**src/rtl/pipe_hazard_ctrl.sv**
```systemverilog
// Hazard sequencer for the 5-stage pipeline: load-use stalls, branch flushes, data-memory waits.
// Optional perf counters are built when PIPE_HAZARD_CTRL_PERF_CNT_EN is defined.
module pipe_hazard_ctrl #(
  parameter int STALL_CYCLES = 1,
  parameter int MEM_TIMEOUT  = 255,
  parameter int CNT_W        = 32
) (
  input  logic             clk,
  input  logic             arst,
  input  logic             id_ex_memread,
  input  logic [4:0]       id_ex_rd,
  input  logic [4:0]       if_id_rs1,
  input  logic [4:0]       if_id_rs2,
  input  logic             if_id_uses_rs2,
  input  logic             branch_taken_ex,
  input  logic             dmem_req,
  input  logic             dmem_ready,
  output logic             pc_en,
  output logic             pc_sel_target,
  output logic             if_id_en,
  output logic             if_id_flush,
  output logic             id_ex_en,
  output logic             id_ex_bubble,
  output logic             ex_mem_en,
  output logic             mem_wb_en,
  output logic             mem_wb_bubble,
  output logic             mem_err,
`ifdef PIPE_HAZARD_CTRL_PERF_CNT_EN
  output logic [CNT_W-1:0] perf_stall_cnt,
  output logic [CNT_W-1:0] perf_flush_cnt,
  output logic [CNT_W-1:0] perf_wait_cnt,
`endif
  output logic [1:0]       ctrl_state
);

  typedef enum logic [1:0] {RUN = 2'd0, STALL = 2'd1, WAIT = 2'd2} state_t;

  localparam logic [3:0]  LP_STALL_RELOAD = 4'(STALL_CYCLES - 1);
  localparam logic [15:0] LP_TIMEOUT      = 16'(MEM_TIMEOUT);

  if (STALL_CYCLES < 1 || STALL_CYCLES > 15) begin : g_bad_stall
    $error("STALL_CYCLES out of range");
  end
  if (MEM_TIMEOUT < 1 || MEM_TIMEOUT > 65535) begin : g_bad_timeout
    $error("MEM_TIMEOUT out of range");
  end
  if (CNT_W < 1) begin : g_bad_cnt_w
    $error("CNT_W must be positive");
  end

  state_t      r_state;
  state_t      w_state_next;
  logic [3:0]  r_stall_cnt;
  logic [3:0]  w_stall_cnt_next;
  logic [15:0] r_wait_cnt;
  logic        r_mem_err;

  logic w_freeze, w_lu, w_stall_bubble;
  logic w_pc_en, w_pc_sel, w_if_id_en, w_flush, w_id_ex_en, w_id_ex_bub;
  logic w_ex_mem_en, w_mem_wb_en, w_mem_wb_bub;

  assign w_freeze = dmem_req & ~dmem_ready;
  assign w_lu     = id_ex_memread & (id_ex_rd != 5'd0) &
                    ((id_ex_rd == if_id_rs1) | (if_id_uses_rs2 & (id_ex_rd == if_id_rs2)));

  always_comb begin
    w_pc_en          = 1'b1;
    w_pc_sel         = 1'b0;
    w_if_id_en       = 1'b1;
    w_flush          = 1'b0;
    w_id_ex_en       = 1'b1;
    w_id_ex_bub      = 1'b0;
    w_ex_mem_en      = 1'b1;
    w_mem_wb_en      = 1'b1;
    w_mem_wb_bub     = 1'b0;
    w_stall_bubble   = 1'b0;
    w_stall_cnt_next = r_stall_cnt;
    w_state_next     = RUN;
    if (w_freeze) begin
      w_pc_en      = 1'b0;
      w_if_id_en   = 1'b0;
      w_id_ex_en   = 1'b0;
      w_ex_mem_en  = 1'b0;
      w_mem_wb_en  = 1'b0;
      w_mem_wb_bub = 1'b1;
      w_state_next = WAIT;
    end else if (branch_taken_ex) begin
      w_pc_sel         = 1'b1;
      w_flush          = 1'b1;
      w_id_ex_bub      = 1'b1;
      w_stall_cnt_next = 4'd0;
    end else begin
      // Leaving WAIT with a stall pending only bubbles if the hazard is still live.
      if (r_state == STALL) begin
        w_stall_bubble   = 1'b1;
        w_stall_cnt_next = r_stall_cnt - 4'd1;
      end else if (w_lu) begin
        w_stall_bubble = 1'b1;
        if (r_stall_cnt == 4'd0) w_stall_cnt_next = LP_STALL_RELOAD;
      end
      if (w_stall_bubble) begin
        w_pc_en     = 1'b0;
        w_if_id_en  = 1'b0;
        w_id_ex_bub = 1'b1;
      end
      w_state_next = (w_stall_cnt_next != 4'd0) ? STALL : RUN;
    end
  end

  assign pc_en         = ~arst & w_pc_en;
  assign pc_sel_target = ~arst & w_pc_sel;
  assign if_id_en      = ~arst & w_if_id_en;
  assign if_id_flush   = ~arst & w_flush;
  assign id_ex_en      = ~arst & w_id_ex_en;
  assign id_ex_bubble  = ~arst & w_id_ex_bub;
  assign ex_mem_en     = ~arst & w_ex_mem_en;
  assign mem_wb_en     = ~arst & w_mem_wb_en;
  assign mem_wb_bubble = ~arst & w_mem_wb_bub;
  assign mem_err       = r_mem_err;
  assign ctrl_state    = r_state;

  always_ff @(posedge clk or posedge arst) begin
    if (arst) begin
      r_state     <= RUN;
      r_stall_cnt <= 4'd0;
      r_wait_cnt  <= 16'd0;
      r_mem_err   <= 1'b0;
    end else begin
      r_state     <= w_state_next;
      r_stall_cnt <= w_stall_cnt_next;
      if (w_freeze) begin
        if (r_wait_cnt != LP_TIMEOUT) r_wait_cnt <= r_wait_cnt + 16'd1;
        // Flag on the edge where the saturating count reaches the timeout.
        if (r_wait_cnt >= LP_TIMEOUT - 16'd1) r_mem_err <= 1'b1;
      end else begin
        r_wait_cnt <= 16'd0;
      end
    end
  end

`ifdef PIPE_HAZARD_CTRL_PERF_CNT_EN
  logic [CNT_W-1:0] r_perf_stall, r_perf_flush, r_perf_wait;
  logic             w_flush_evt;

  assign w_flush_evt = branch_taken_ex & ~w_freeze;

  always_ff @(posedge clk or posedge arst) begin
    if (arst) begin
      r_perf_stall <= '0;
      r_perf_flush <= '0;
      r_perf_wait  <= '0;
    end else begin
      if (w_stall_bubble && !(&r_perf_stall)) r_perf_stall <= r_perf_stall + 1'b1;
      if (w_flush_evt && !(&r_perf_flush))    r_perf_flush <= r_perf_flush + 1'b1;
      if (w_freeze && !(&r_perf_wait))        r_perf_wait  <= r_perf_wait + 1'b1;
    end
  end

  assign perf_stall_cnt = r_perf_stall;
  assign perf_flush_cnt = r_perf_flush;
  assign perf_wait_cnt  = r_perf_wait;
`endif

endmodule

```
**config.mk**
```make
export PLATFORM = sky130hd
export DESIGN_NAME = pipe_hazard_ctrl
export DESIGN_NICKNAME = d
export VERILOG_FILES = /design/src/rtl/pipe_hazard_ctrl.sv
export SDC_FILE = /design/constraint.sdc
export NUM_CORES = 1
export LEC_CHECK = 0
export ABC_AREA = 1
export CORE_ASPECT_RATIO = 1.4
export CORE_MARGIN = 2
export CORE_UTILIZATION = 59
export CTS_CLUSTER_SIZE = 8
export DETAILED_ROUTE_END_ITERATION = 12
export DONT_BUFFER_PORTS = 1
export PLACE_DENSITY = 0.86
export SYNTH_ARGS = -nofsm -noshare
export SYNTH_HDL_FRONTEND = slang
export SYNTH_SLANG_ARGS = --single-unit
```
**constraint.sdc**
```tcl
create_clock -name clk -period 2.2 [get_ports clk]
set_input_delay 0.33 -clock clk [delete_from_list [all_inputs] [get_ports clk]]
set_output_delay 0.33 -clock clk [all_outputs]
set_load 0.02 [all_outputs]
```
==> results.tsv, run 1 <==
stage	metric	value	unit
drt	Vias	1299	
die	core region area	0.00242	mm2
clock_tree	clock latency on the worst-skew pair	0.31	ns
worst_setup_path	worst path cell trace	inv_1 -> nor2_2 -> a21oi_1 -> o21a_1 -> buf_12	
clock_tree	CTS tree	yes	
final_layout	multi-input logic area	764	um2
timing	setup tns final	0	ns
clock_tree	Worst-path clk slew	0.12	ns
worst_setup_path	critical path depth	5	
placed_design	routability congestion estimate	0.868	
timing	Worst slew margin	0.432	
global_routing	total grt overflow	0	
drt	drc violations	0	
final_layout	fillers	236	
logic_synthesis	Syn. warnings	0	
clock_tree	cts bufs inserted	3	
global_routing	vias in the first global route	1189	
die	I/O Pins	34	
logic_synthesis	mapped cell area	0.00152	mm2
worst_setup_path	Worst EP arrival	1.54	ns
timing	min cycle time layout	1.87	ns
power_and_ir_drop	power per cell area	605	mW/mm2
timing	# setup viols final	0	
global_routing	first-pass GRT wire length	4830	um
drt	Detailed Route Iter0 Violations	37	
global_routing	largest net degree at the start of global routing	24	
die	die area	0.00300	mm2
worst_setup_path	reg2reg start	r_wait_cnt[1]	
drt	WL per Instance	11.6	um
logic_synthesis	distinct cell type count after synthesis	29	
worst_setup_path	R2R depth	7	
worst_setup_path	Worst Setup Start Kind	flip-flop	
timing	Clock Skew	0.00843	ns
drt	drt pass-1 iters	4	
flow_run	Max-cap violations	0	
drt	Routed WL	2930	um
final_layout	layout cells sized above 1	0.0822	
clock_tree	CTS Sinks	23	
global_routing	total global-route track usage	0.223	
logic_synthesis	Syn Nets	241	
clock_tree	H-tree depth	1	
worst_setup_path	critical path capture point type	primary output	
worst_setup_path	internal reg-to-reg setup slack	0.62	ns
die	Initial Utilization	0.628	
logic_synthesis	syn avg cell area	7.03	um2
placed_design	PortBufs	0	
clock_tree	# Post-CTS Setup Buffers	0	
worst_setup_path	CP max FO	7	
outcome	status	finished, final reports clean	
hold_path	Hold Path Class	in2async	
clock_tree	post-CTS resize count	0	
clock_tree	clk buf depth	2	
final_layout	fin nets	245	
drt	Routed Antenna Nets	0	
worst_setup_path	reg2reg end	r_wait_cnt[4]	
worst_setup_path	slowest stage delay, CP	0.47	ns
die	Die Wd	46.9	um
final_layout	most common cell after layout, fill and taps aside	nand2_1	
logic_synthesis	sequential area share after synthesis	0.379	
final_layout	commonest cells after routing, fill and taps aside	nand2_1, inv_1, nor2_1, dfrtp_1, o21ai_0	
clock_tree	cts hold-fix bufs	0	
timing	final worst path period share	0.848	
final_layout	antenna cells	0	
timing	Least-Margin Pin Slew	0.851	ns
final_layout	Area growth, synth to finish	5.28	%
worst_setup_path	Critical Path RT	1.87	ns
logic_synthesis	post-synthesis sequential element count	23	
worst_setup_path	CP delay by family, top	flip-flops	
logic_synthesis	synthesized instance count	216	
timing	final number of max-transition violations	0	
placed_design	Detailed Place HPWL	2250	um
die	Die H	64.0	um
worst_setup_path	Crit Path Class	reg2out	
timing	Peak Freq	536	MHz
drt	drt via density	5.13	
power_and_ir_drop	maximum VDD drop	382	uV
power_and_ir_drop	Leak	0.000812	uW
timing	RSZ-0062 raised after global routing	false	
final_layout	register area	576	um2
worst_setup_path	Bufs and invs on worst path	2	
die	num rows	21	
global_routing	antenna violations before repair	0	
clock_tree	Root Driver	clkbuf_4	
worst_setup_path	Worst path slowest cell	dfrtp_1	
timing	final hold violation count	0	
power_and_ir_drop	Power Total	966	uW
## synth_stat cells, drive strengths merged
| library cell | n | share of area |
|---|---|---|
| nand4 | 5 | 0.025 |
| inv | 37 | 0.092 |
| dfrtp | 23 | 0.38 |
| a21oi | 6 | 0.020 |
| a31oi | 4 | 0.016 |
| o21a | 3 | 0.015 |
| nor3 | 4 | 0.021 |
| o31ai | 1 | 0.0049 |
| a22oi | 1 | 0.0082 |
| o21ai | 13 | 0.043 |
| clkbuf | 1 | 0.0025 |
| buf | 5 | 0.023 |
| a211oi | 2 | 0.0099 |
| nand2 | 52 | 0.13 |
| nor3b | 1 | 0.0049 |
| nor2 | 38 | 0.10 |
| ha | 3 | 0.025 |
| nand3 | 10 | 0.036 |
| xor2 | 5 | 0.029 |
| a21o | 1 | 0.0049 |
| xnor2 | 1 | 0.0058 |
## sequential cells by signal, indices dropped and copies added, names as in the netlist
register / count
ctrl_state: 2
mem_err: 1
r_stall_cnt: 4
r_wait_cnt: 16
## where the power goes
| part | leakage (uW) | switching [uW] | internal [uW] | total (uW) |
|---|---|---|---|---|
| registers | 0.000316 | 28.0 | 458 | 486 |
| logic | 0.000482 | 182 | 108 | 290 |
| clock network | 0.0000150 | 120 | 70.8 | 191 |
| total | 0.000812 | 330 | 636 | 966 |
## routing by layer
| layer | GRT usage | routed length (um) | vias to the layer above | part of all wire |
|---|---|---|---|---|
| li1 | - | - | 683 | - |
| met1 | 0.251 | 1150 | 575 | 0.39 |
| met2 | 0.399 | 1610 | 36 | 0.55 |
| met3 | 0.0198 | 135 | 5 | 0.046 |
| met4 | 0.101 | 45 | 0 | 0.015 |
| met5 | 0 | 0 | - | 0 |
## metrics by stage
stage,cell area (um2),hold slack (ns),cells,setup WS [ns],utilization
CTS,1600,0.0965,253,0.301,0.661
finish,1600,0.0602,253,0.334,0.661
floorplan,1520,0.332,216,0.368,-
global route,1600,0.144,253,0.212,0.661
detailed placement,1570,0.452,249,0.611,0.650
global placement,1570,0.431,249,0.601,0.650
## kinds of logic (layout without fill, tap and decap cells)
logic type | Yosys count | count (layout) | share of synthesized area
compound gates | 31 | 31 | 0.122
xor+xnor | 6 | 6 | 0.0346
fa+ha+maj | 3 | 3 | 0.0247
buf+inv | 43 | 46 | 0.117
flops | 23 | 23 | 0.379
simple gates | 110 | 110 | 0.322
## worst max-delay path by stage
stage | start | end | slack (ns)
2_1_floorplan | dmem_req | pc_sel_target | 0.37
3_3_place_gp | id_ex_rd[4] | if_id_en | 0.60
3_5_place_dp | id_ex_rd[4] | if_id_en | 0.61
4_1_cts | ctrl_state[0] | if_id_en | 0.30
5_1_grt | ctrl_state[0] | if_id_en | 0.21
6_report | ctrl_state[0] | if_id_en | 0.33
## final cells by class
class / count / share of cell area
Clock buffer: 4 / 0.0164
Multi-Input combinational cell: 150 / 0.478
Inverter: 37 / 0.0869
Sequential cell: 23 / 0.360
Tap cell: 34 / 0.0266
Timing Repair Buffer: 5 / 0.0313
(Power assumes the default switching activity.)
==> run 2: changes to the inputs <==
Clock period 2.2 ns to 1.95 ns, I/O delays scaled along.
==> results.tsv, run 2 (synthesized netlist as in run 1, its figures left out) <==
stage	metric	value	unit	change
timing	# setup viols final	0		unchanged
timing	Worst slew margin	0.751		+0.320
final_layout	commonest cells after routing, fill and taps aside	nand2_1, inv_1, nor2_1, dfrtp_1, o21ai_0		
placed_design	Detailed Place HPWL	2290	um	+1.5%
global_routing	total global-route track usage	0.220		-0.00296
timing	final worst path period share	0.933		
final_layout	most flop-heavy register	r_wait_cnt		
clock_tree	CTS tree	yes		
worst_setup_path	Crit Path Class	reg2out		
die	num rows	21		unchanged
placed_design	PortBufs	0		unchanged
die	Die H	64.0	um	unchanged
die	I/O Pins	34		unchanged
timing	min cycle time layout	1.82	ns	
final_layout	Area growth, synth to finish	7.01	%	
timing	final hold violation count	0		unchanged
outcome	status	finished, final reports clean		
placed_design	routability congestion estimate	0.852		-1.8%
drt	drt pass-1 iters	4		unchanged
clock_tree	clk buf depth	2		unchanged
clock_tree	Worst-path clk slew	0.11	ns	about the same
final_layout	most common cell after layout, fill and taps aside	nand2_1		
flow_run	Max-cap violations	0		unchanged
clock_tree	H-tree depth	1		unchanged
final_layout	antenna cells	0		unchanged
final_layout	Final Non-Filler Cells	256		+1.2%
timing	Peak Freq	549	MHz	
timing	fin worst setup slack	0.130	ns	-0.205 ns
hold_path	Hold Path Class	in2reg		
die	Die Wd	46.9	um	unchanged
die	die area	0.00300	mm2	unchanged
final_layout	layout cells sized above 1	0.0946		+0.0124
clock_tree	Root Driver	clkbuf_4		
timing	final number of max-transition violations	0		unchanged
drt	Detailed Route Iter0 Violations	29		-22%
final_layout	fin nets	248		+1.2%
global_routing	antenna violations before repair	0		unchanged
power_and_ir_drop	maximum VDD drop	474	uV	+24%
drt	Vias	1328		+2.2%
die	core region area	0.00242	mm2	unchanged
placed_design	placed insts	251		+0.80%
final_layout	Util after Layout	0.672		+0.0109
timing	setup tns final	0	ns	unchanged
worst_setup_path	worst path cell trace	nor2_2 -> a21oi_1 -> o21a_1 -> buf_12		
drt	WL per Instance	11.4	um	-1.3%
global_routing	first-pass GRT wire length	4800	um	-0.72%
timing	Least-Margin Pin Slew	0.372	ns	-0.479 ns
timing	Min Hold Slack	0.175	ns	+0.115 ns
global_routing	total grt overflow	0		unchanged
final_layout	fillers	218		-7.6%
clock_tree	CTS Sinks	23		unchanged
worst_setup_path	Worst EP arrival	1.53	ns	about the same
final_layout	Largest register FFs	16		unchanged
worst_setup_path	Bufs and invs on worst path	1		-1
timing	Clock Skew	0.00451	ns	-0.00392 ns
drt	drt via density	5.19		+1.0%
worst_setup_path	Worst Setup Start Kind	flip-flop		
worst_setup_path	Critical Path RT	1.66	ns	-0.21 ns
clock_tree	clock latency on the worst-skew pair	0.31	ns	about the same
drt	Routed WL	2930	um	-0.14%
global_routing	largest net degree at the start of global routing	24		unchanged
power_and_ir_drop	power per cell area	674	mW/mm2	+11%
placed_design	worst slack, placed	0.369	ns	-0.242 ns
global_routing	vias in the first global route	1265		+6.4%
worst_setup_path	slowest stage delay, CP	0.48	ns	about the same
drt	Routed Antenna Nets	0		unchanged
clock_tree	# Post-CTS Setup Buffers	0		unchanged
worst_setup_path	Worst path slowest cell	dfrtp_1		
timing	RSZ-0062 raised after global routing	false		
worst_setup_path	CP max FO	7		unchanged
worst_setup_path	CP delay by family, top	flip-flops		
worst_setup_path	critical path capture point type	primary output		
die	Initial Utilization	0.628		unchanged
drt	drc violations	0		unchanged
power_and_ir_drop	Leak	0.000825	uW	+1.6%
clock_tree	cts bufs inserted	3		unchanged
## run 2: cell types whose count changed in the layout (fill, tap and decap cells not counted), sizes merged
cell and delta:
buf +2, dlygate4sd3 +1
## run 2: layout make-up
class | count | area [um2] | share of cell area
multi-input cells | 150 | 764 | 0.471
repair buffers | 8 | 75.1 | 0.0462
inverters | 37 | 139 | 0.0855
flip-flops and latches | 23 | 577 | 0.355
well taps | 34 | 42.5 | 0.0262
clock buffers | 4 | 26.3 | 0.0162
## run 2: layer usage
layer  track usage  wire length, um
met3        0.0254              126
met4         0.104               57
met5             0                0
met1         0.213             1160
met2         0.420             1590
## run 2: final timing paths
kind | from | end | slack, ns | cells past startpoint
setup / recovery | ctrl_state[1] | if_id_en | 0.13 | 4
hold / removal | branch_taken_ex | ctrl_state[0] | 0.18 | 3
setup reg to reg | r_wait_cnt[1] | r_wait_cnt[14] | 0.35 | 8
hold reg to reg | r_wait_cnt[6] | r_wait_cnt[6] | 0.55 | 1
max in group asynchronous | arst | ctrl_state[0] | 1.25 | 3
min in group asynchronous | arst | r_wait_cnt[12] | 0.45 | 3
## run 2: report_power, final
group / switching (uW) / internal (uW) / leakage (uW)
combinational: 203 / 125 / 0.000496
clock: 137 / 80.1 / 0.0000150
sequential: 32.0 / 518 / 0.000314
total: 372 / 723 / 0.000825
## run 2: stage by stage
stage	total power [uW]	instance area, um2
after floorplan	821	1520
after global placement	882	1590
after detailed placement	889	1590
after CTS	1110	1620
after global routing	1180	1620
final	1090	1620
## run 2: worst reg2reg max path, stage by stage, from the launching register on
cell and delay [ns]:
dfrtp_1 0.42, ha_1 0.24, nand3_2 0.13, nor2_2 0.18
nand2_1 0.12, nor2_2 0.13, nand4_2 0.09, o21ai_1 0.13
a21oi_1 0.05
## run 2: repair_timing
item | 4_1_cts | 5_1_grt
setup endpoints to repair | 0 | 2
hold endpoints to repair | 23 | 0
gates resized for setup | 0 | 1
hold buffers | 1 | 0
==> run 3: changes to the inputs <==
Settings changed: CTS_CLUSTER_SIZE 8 to unset.
==> results of run 3 <==
Same layout as run 2: the final DEF is identical, and so are final timing and power.
